===== src/rtl/frb_det_pkg.sv =====
// Shared types and constants for the FRB burst detector.
//   det_state_t  : detector FSM states
//   IDX_W        : width of the pair index counter
//   excess_width : width of sample - baseline at full precision
package frb_det_pkg;

  typedef enum logic [1:0] {
    ST_IDLE = 2'd0,
    ST_RUN  = 2'd1,
    ST_HOLD = 2'd2
  } det_state_t;

  localparam int unsigned IDX_W = 32;

  // One extra bit holds the difference of two signed values without overflow.
  function automatic int unsigned excess_width(input int unsigned din_width);
    return din_width + 1;
  endfunction

endpackage


===== src/rtl/sync_fifo.sv =====
// Single-clock FIFO with power-of-2 depth and first-word-fall-through head.
//   clk, rst   : clock, asynchronous active-low reset
//   wr_en/data : push request; dropped when full unless a pop happens too
//   rd_en      : pop request; ignored when empty
//   rd_data_c  : current head word (combinational)
//   full/empty : registered occupancy flags
module sync_fifo #(
  parameter int unsigned WIDTH = 25,
  parameter int unsigned DEPTH = 16
) (
  input  logic             clk,
  input  logic             rst,
  input  logic             wr_en,
  input  logic [WIDTH-1:0] wr_data,
  input  logic             rd_en,
  output logic [WIDTH-1:0] rd_data_c,
  output logic             full,
  output logic             empty
);

  localparam int unsigned AW = $clog2(DEPTH);
  localparam int unsigned CW = AW + 1;

  if ((DEPTH & (DEPTH - 1)) != 0) begin : g_bad_depth
    $error("sync_fifo DEPTH must be a power of 2");
  end

  logic [WIDTH-1:0] mem [DEPTH];
  logic [AW-1:0]    wr_ptr;
  logic [AW-1:0]    rd_ptr;
  logic [CW-1:0]    count;
  logic [CW-1:0]    count_nxt;
  logic             wr_ok;
  logic             rd_ok;

  // A pop frees the head slot in the same cycle, so push-while-full is legal then.
  assign wr_ok     = wr_en && (!full || rd_en);
  assign rd_ok     = rd_en && !empty;
  assign count_nxt = count + CW'(wr_ok) - CW'(rd_ok);
  assign rd_data_c = mem[rd_ptr];

  // Storage array, no reset needed.
  always_ff @(posedge clk) begin
    if (wr_ok) mem[wr_ptr] <= wr_data;
  end

  // Pointers and occupancy.
  always_ff @(posedge clk or negedge rst) begin
    if (!rst) begin
      wr_ptr <= '0;
      rd_ptr <= '0;
      count  <= '0;
      full   <= 1'b0;
      empty  <= 1'b1;
    end else begin
      if (wr_ok) wr_ptr <= wr_ptr + AW'(1);
      if (rd_ok) rd_ptr <= rd_ptr + AW'(1);
      count <= count_nxt;
      full  <= (count_nxt == CW'(DEPTH));
      empty <= (count_nxt == '0);
    end
  end

endmodule


===== src/rtl/frb_burst_detect.sv =====
// Pairs raw samples with their moving-average baseline, thresholds the excess
// and reports each above-threshold run as one event followed by a hold-off.
//   clk, rst             : clock, asynchronous active-low reset
//   din/din_valid        : raw sample stream (pushed into alignment FIFO)
//   avg_in/avg_valid     : baseline stream (pops FIFO head to form a pair)
//   thresh               : live excess threshold
//   det_valid            : one-cycle event pulse
//   det_peak/width/index : peak excess, run length, peak pair index
//   ovf/unf              : sticky FIFO overflow / underflow
module frb_burst_detect
  import frb_det_pkg::*;
#(
  parameter int unsigned DIN_WIDTH  = 25,
  parameter int unsigned DIN_POINT  = 24,
  parameter int unsigned FIFO_DEPTH = 16,
  parameter int unsigned WIDTH_BITS = 12,
  parameter int unsigned HOLDOFF    = 64
) (
  input  logic                  clk,
  input  logic                  rst,
  input  logic [DIN_WIDTH-1:0]  din,
  input  logic                  din_valid,
  input  logic [DIN_WIDTH-1:0]  avg_in,
  input  logic                  avg_valid,
  input  logic [DIN_WIDTH:0]    thresh,
  output logic                  det_valid,
  output logic [DIN_WIDTH:0]    det_peak,
  output logic [WIDTH_BITS-1:0] det_width,
  output logic [IDX_W-1:0]      det_index,
  output logic                  ovf,
  output logic                  unf
);

  localparam int unsigned EW = excess_width(DIN_WIDTH);
  localparam int unsigned HW = (HOLDOFF > 0) ? $clog2(HOLDOFF + 1) : 1;

  if (DIN_POINT >= DIN_WIDTH) begin : g_bad_point
    $error("frb_burst_detect DIN_POINT must be below DIN_WIDTH");
  end

  logic [DIN_WIDTH-1:0]  head_c;
  logic                  fifo_full;
  logic                  fifo_empty;
  logic                  pair_c;
  logic                  pair_q;
  logic signed [EW-1:0]  excess_q;
  logic [IDX_W-1:0]      idx_q;
  logic [IDX_W-1:0]      idx_cnt;
  logic                  above_c;

  det_state_t            state_q, state_d;
  logic signed [EW-1:0]  peak_q, peak_d;
  logic [IDX_W-1:0]      pidx_q, pidx_d;
  logic [WIDTH_BITS-1:0] width_q, width_d;
  logic [HW-1:0]         hold_q, hold_d;
  logic                  det_valid_d;
  logic [EW-1:0]         det_peak_d;
  logic [WIDTH_BITS-1:0] det_width_d;
  logic [IDX_W-1:0]      det_index_d;

  sync_fifo #(
    .WIDTH (DIN_WIDTH),
    .DEPTH (FIFO_DEPTH)
  ) u_fifo (
    .clk       (clk),
    .rst       (rst),
    .wr_en     (din_valid),
    .wr_data   (din),
    .rd_en     (avg_valid),
    .rd_data_c (head_c),
    .full      (fifo_full),
    .empty     (fifo_empty)
  );

  // A baseline arriving with nothing queued is discarded, not paired.
  assign pair_c = avg_valid && !fifo_empty;

  // Sticky fault flags.
  always_ff @(posedge clk or negedge rst) begin
    if (!rst) begin
      ovf <= 1'b0;
      unf <= 1'b0;
    end else begin
      if (din_valid && fifo_full && !avg_valid) ovf <= 1'b1;
      if (avg_valid && fifo_empty)              unf <= 1'b1;
    end
  end

  // Pair stage: full-precision excess and the pair's index.
  always_ff @(posedge clk or negedge rst) begin
    if (!rst) begin
      pair_q   <= 1'b0;
      excess_q <= '0;
      idx_q    <= '0;
      idx_cnt  <= '0;
    end else begin
      pair_q <= pair_c;
      if (pair_c) begin
        excess_q <= EW'($signed(head_c)) - EW'($signed(avg_in));
        idx_q    <= idx_cnt;
        idx_cnt  <= idx_cnt + IDX_W'(1);
      end
    end
  end

  assign above_c = excess_q > $signed(thresh);

  // FSM state register.
  always_ff @(posedge clk or negedge rst) begin
    if (!rst) state_q <= ST_IDLE;
    else      state_q <= state_d;
  end

  // FSM next state; only pair cycles advance it.
  always_comb begin
    state_d = state_q;
    if (pair_q) begin
      case (state_q)
        ST_IDLE: if (above_c)      state_d = ST_RUN;
        ST_RUN:  if (!above_c)     state_d = ST_HOLD;
        ST_HOLD: if (hold_q <= 1)  state_d = ST_IDLE;
        default:                   state_d = ST_IDLE;
      endcase
    end
  end

  // Run tracking and event outputs.
  always_comb begin
    peak_d      = peak_q;
    pidx_d      = pidx_q;
    width_d     = width_q;
    hold_d      = hold_q;
    det_valid_d = 1'b0;
    det_peak_d  = det_peak;
    det_width_d = det_width;
    det_index_d = det_index;
    if (pair_q) begin
      case (state_q)
        ST_IDLE: begin
          if (above_c) begin
            peak_d  = excess_q;
            pidx_d  = idx_q;
            width_d = WIDTH_BITS'(1);
          end
        end
        ST_RUN: begin
          if (above_c) begin
            if (width_q != '1) width_d = width_q + WIDTH_BITS'(1);
            // Strictly greater: ties keep the earliest index.
            if (excess_q > peak_q) begin
              peak_d = excess_q;
              pidx_d = idx_q;
            end
          end else begin
            det_valid_d = 1'b1;
            det_peak_d  = peak_q;
            det_width_d = width_q;
            det_index_d = pidx_q;
            hold_d      = HW'(HOLDOFF);
          end
        end
        ST_HOLD: begin
          if (hold_q != '0) hold_d = hold_q - HW'(1);
        end
        default: ;
      endcase
    end
  end

  // Run and output registers.
  always_ff @(posedge clk or negedge rst) begin
    if (!rst) begin
      peak_q    <= '0;
      pidx_q    <= '0;
      width_q   <= '0;
      hold_q    <= '0;
      det_valid <= 1'b0;
      det_peak  <= '0;
      det_width <= '0;
      det_index <= '0;
    end else begin
      peak_q    <= peak_d;
      pidx_q    <= pidx_d;
      width_q   <= width_d;
      hold_q    <= hold_d;
      det_valid <= det_valid_d;
      det_peak  <= det_peak_d;
      det_width <= det_width_d;
      det_index <= det_index_d;
    end
  end

endmodule

===== config.mk =====
export PLATFORM = sky130hd
export DESIGN_NAME = frb_burst_detect
export DESIGN_NICKNAME = d
export VERILOG_FILES = /design/src/rtl/frb_det_pkg.sv /design/src/rtl/sync_fifo.sv /design/src/rtl/frb_burst_detect.sv
export SDC_FILE = /design/constraint.sdc
export NUM_CORES = 1
export LEC_CHECK = 0
export ABC_AREA = 1
export ABC_CLOCK_PERIOD_IN_PS = 3250
export CAP_MARGIN = 20
export CORE_MARGIN = 5
export CORE_UTILIZATION = 40
export CTS_CLUSTER_DIAMETER = 100
export DETAILED_ROUTE_END_ITERATION = 6
export GPL_ROUTABILITY_DRIVEN = 0
export PLACE_DENSITY = 0.68
export SLEW_MARGIN = 10
export SYNTH_ARGS = -nofsm -noshare
export SYNTH_HDL_FRONTEND = slang
export SYNTH_SLANG_ARGS = --single-unit

===== constraint.sdc =====
create_clock -name clk -period 3.25 [get_ports clk]
set_input_delay 0.4875 -clock clk [delete_from_list [all_inputs] [get_ports clk]]
set_output_delay 0.4875 -clock clk [all_outputs]
set_load 0.02 [all_outputs]

==> impl_metrics.env <==
export IMPL_status="completed"
export IMPL_start_util_pct=40.28
export IMPL_ir_worst_vdd_uv=497.0
export IMPL_crit_type="register to register"
export IMPL_cts_buffers=69
export IMPL_firstDrtPassIters=6
export IMPL_syn_area_sq_mm=0.02879
export IMPL_fillers=6266
export IMPL_crit_chain="clkinv_8, buf_16, buf_4, o21ai_0, o22ai_1, o21ai_1, nand2_2, ha_4, nand2_1, nor2_1, inv_1, nor2_1, nand4_1, o2111ai_2, or2_2, nand3_1, nand2_1"
export IMPL_synth_fp_nets=2952
export IMPL_die_w_microns=278.3
export IMPL_synth_distinct_cells=41
export IMPL_yosys_warnings=0
export IMPL_crit_required_ns=3.79
export IMPL_drt_wl_total_microns=75970
export IMPL_layout_common_cells="nand2_1 (693), edfxtp_1 (400), dfrtp_1 (254), inv_1 (213)"
export IMPL_cts_max_level=3
export IMPL_drcViolationCount=0
export IMPL_setup_tns_ns=0
export IMPL_cts_root_buf="clkbuf_16"
export IMPL_syn_avg_cell_area_sq_um=10.36
export IMPL_wl_per_cell_microns=18.81
export IMPL_p_int_mw=21.79
export IMPL_ys_seq_area_share_pct=64.14
export IMPL_synth_seq_cells=658
export IMPL_fmax_mhz=313.0
export IMPL_fin_crit_ns=3.194
export IMPL_combPwrFrac_pct=45.8
export IMPL_hold_viol=0
export IMPL_io_pins=153
export IMPL_via_per_inst=5.231
export IMPL_grt_max_degree=92
export IMPL_min_path_type="primary input to async pin"
export IMPL_synthTopCellsByArea="edfxtp_1 (42%), dfrtp_1 (22%), nand2_1 (9.3%), o21ai_0 (4.1%), ha_1 (4.0%)"
export IMPL_clkPwrFrac_pct=22.2
export IMPL_busiest_layer="met2"
export IMPL_grt_pass1_wl_microns=114600
export IMPL_antenna_found_initial=3
export IMPL_die_h_microns=278.3
export IMPL_met3_usage_pct=3.498
export IMPL_finish_instance_area_sq_mm=0.03558
export IMPL_vias=21120
export IMPL_first_global_vias=20210
export IMPL_critPathMaxFanout=21
export IMPL_nets=3204
export IMPL_row_count=98
export IMPL_yosys_area_top_type="edfxtp_1"
export IMPL_dp_final_hpwl_microns=47000
export IMPL_critical_path_max_stage_delay_ns=0.59
export IMPL_clockBufferDepth=3
export IMPL_seqPwrFrac_pct=31.9
export IMPL_layout_commonest_cell="nand2_1"
export IMPL_use_met1_pct=25.24
export IMPL_p_per_area_mw_per_mm2=1008
export IMPL_dpl_cell_area_sq_mm=0.03236
export IMPL_yosysTopAreaCellShare_pct=41.72
export IMPL_period_share_pct=98.29
export IMPL_startpoint_type="register"
export IMPL_arrival_ns=3.74
export IMPL_ant_nets=0
export IMPL_fin_skew_ns=0.02439
export IMPL_die_area_sq_mm=0.07745
export IMPL_cp_end_kind="register"
export IMPL_grtUsageMet2_pct=30.54
export IMPL_drv_slew=0
export IMPL_clk_latency_ns=0.60
export IMPL_io_buffer_count=152
export IMPL_total_power_mw=35.87
export IMPL_p_switching_mw=14.07
export IMPL_syn_inst=2779
export IMPL_drtIter0Drc=1842
export IMPL_setup_viol=0
export IMPL_relSlewSlack_pct=43.67
export IMPL_p_sw_share_pct=39.24
export IMPL_coreArea_sq_mm=0.07149
export IMPL_cts_clk_slew_worst_paths_ns=0.06
export IMPL_clock_sinks=658
export IMPL_path_delay_family="simple AND/OR/NAND/NOR gates"
export IMPL_drive_gt1_share_pct=12.25
export IMPL_critPathBufInv=4
export IMPL_worst_pin_slew_ns=0.8450
export IMPL_cts_tree="done"
export IMPL_p_leak_nw=14.80
export IMPL_cp_slowest_cell="dfrtp_4"
export IMPL_syn2layout_area_growth_pct=23.57
export IMPL_track_usage_pct=18.52
export IMPL_grt_overflow=0
export IMPL_cap_violations=0
metal layers:
| layer | vias to the layer above | routed length, microns | part of all wire, % |
|---|---|---|---|
| met4 | 4 | 1814 | 2.4 |
| met1 | 10210 | 32760 | 43 |
| met2 | 757 | 36060 | 47 |
| li1 | 10040 | - | - |
| met3 | 116 | 5302 | 7.0 |
| met5 | - | 27 | 0.036 |
path summary, 6_finish.rpt:
| kind | endpoint | depth (start not counted) | slack [ns] | from |
|---|---|---|---|---|
| worst max register to register | excess_q[20] | 17 | 0.06 | u_fifo.rd_ptr[0] |
| worst max-delay path | excess_q[20] | 17 | 0.06 | u_fifo.rd_ptr[0] |
| worst min-delay path | det_peak[10] | 2 | 0.45 | rst |
| min in group clk | idx_cnt[30] | 1 | 0.47 | idx_cnt[30] |
| max in group asynchronous | det_index[30] | 3 | 1.90 | rst |
| worst min register to register | idx_cnt[30] | 1 | 0.47 | idx_cnt[30] |
final cells by class:
class	instances	area [sq um]	area share (%)
clock buffers	93	1939	5.451
well taps	950	1189	3.341
multi-input cells	1776	9544	26.83
clock inverters	33	381.6	1.073
repair buffers	304	3184	8.950
repair inverters	2	17.52	0.04924
diodes	2	5.005	0.01407
inverters	220	842.1	2.367
flip-flops and latches	658	18480	51.93
power groups by stage:
stage          sequential [mW]  combinational [mW]  clock [mW]
3_3_place_gp              11.5                14.2           0
6_report                  11.4                16.4        7.98
5_1_grt                   11.6                18.1        8.49
4_1_cts                   11.4                14.7        8.12
2_1_floorplan             11.6                8.48           0
3_5_place_dp              11.5                14.5           0
cell usage after synthesis:
cell type	number
buf_2	16
o21ai_0	236
nor4_1	5
ha_1	91
nand2b_1	1
and3_1	1
o221ai_1	19
nand2_2	1
nand2_1	715
or4_1	1
o22ai_1	32
a31o_2	1
nor3_1	21
clkbuf_1	100
o2111ai_1	1
dfrtp_1	257
a21o_1	6
a211oi_1	2
and2_1	1
clkinv_1	2
a21oi_1	119
buf_1	7
buf_4	2
xnor2_1	12
nand3_1	159
nand4_1	38
edfxtp_1	400
o21a_1	3
nor2_2	1
nor3_4	1
nor3b_1	1
a221oi_1	30
xor2_1	36
o21bai_1	4
inv_1	218
nor2_1	212
dfstp_2	1
a31oi_1	12
fa_1	2
nand3b_1	3
or2_2	9
stage by stage:
step,cells,util (%),setup WS [ns],hold WS (ns)
2_1_floorplan,2779,-,-0.03942,0.1919
3_3_place_gp,3894,45.27,-0.1823,0.4529
3_5_place_dp,3894,45.27,-0.1721,0.4565
4_1_cts,4022,48.64,0.003306,0.4633
5_1_grt,4036,49.76,-0.07025,0.4787
6_report,4038,49.77,0.05550,0.4521
worst reg2reg max path, cell delays in order, from the launching register on:
cell       delay (ns)
dfrtp_4          0.59
clkinv_8         0.17
buf_16           0.21
buf_4            0.18
o21ai_0          0.17
o22ai_1          0.10
o21ai_1          0.15
nand2_2          0.14
ha_4             0.31
nand2_1          0.08
nor2_1           0.12
inv_1            0.09
nor2_1           0.19
nand4_1          0.18
o2111ai_2        0.14
or2_2            0.14
nand3_1          0.09
nand2_1          0.09
kinds of logic (layout without fill, tap and decap cells):
kind of cell,count (synthesis),in the layout,synth area share (%)
AOI/OAI and AO/OA,465,465,9.069
xor gates and xnor gates,48,48,1.460
adders and majority gates,93,93,4.094
buffers and inverters,345,652,4.593
DFF,658,658,64.14
other,0,2,0
and+or+nand+nor,1170,1170,16.64
registers in the layout (all words and copies together), names as in the netlist, 26 cells and up:
| register | flops |
|---|---|
| u_fifo.mem | 400 |
| det_index | 32 |
| idx_cnt | 32 |
| idx_q | 32 |
| pidx_q | 32 |
| det_peak | 26 |
| excess_q | 26 |
| peak_q | 26 |
timing repair:
item / 4_1_cts / 5_1_grt
resized for setup: 18 / 138
endpoints found under the setup margin: 11 / 19
endpoints found under the hold margin: 72 / 0
buffers inserted: 1 / 3
cloned: 0 / 12
hold buffers: 1 / 0
pin swaps: 0 / 28
(Power assumes the default switching activity.)
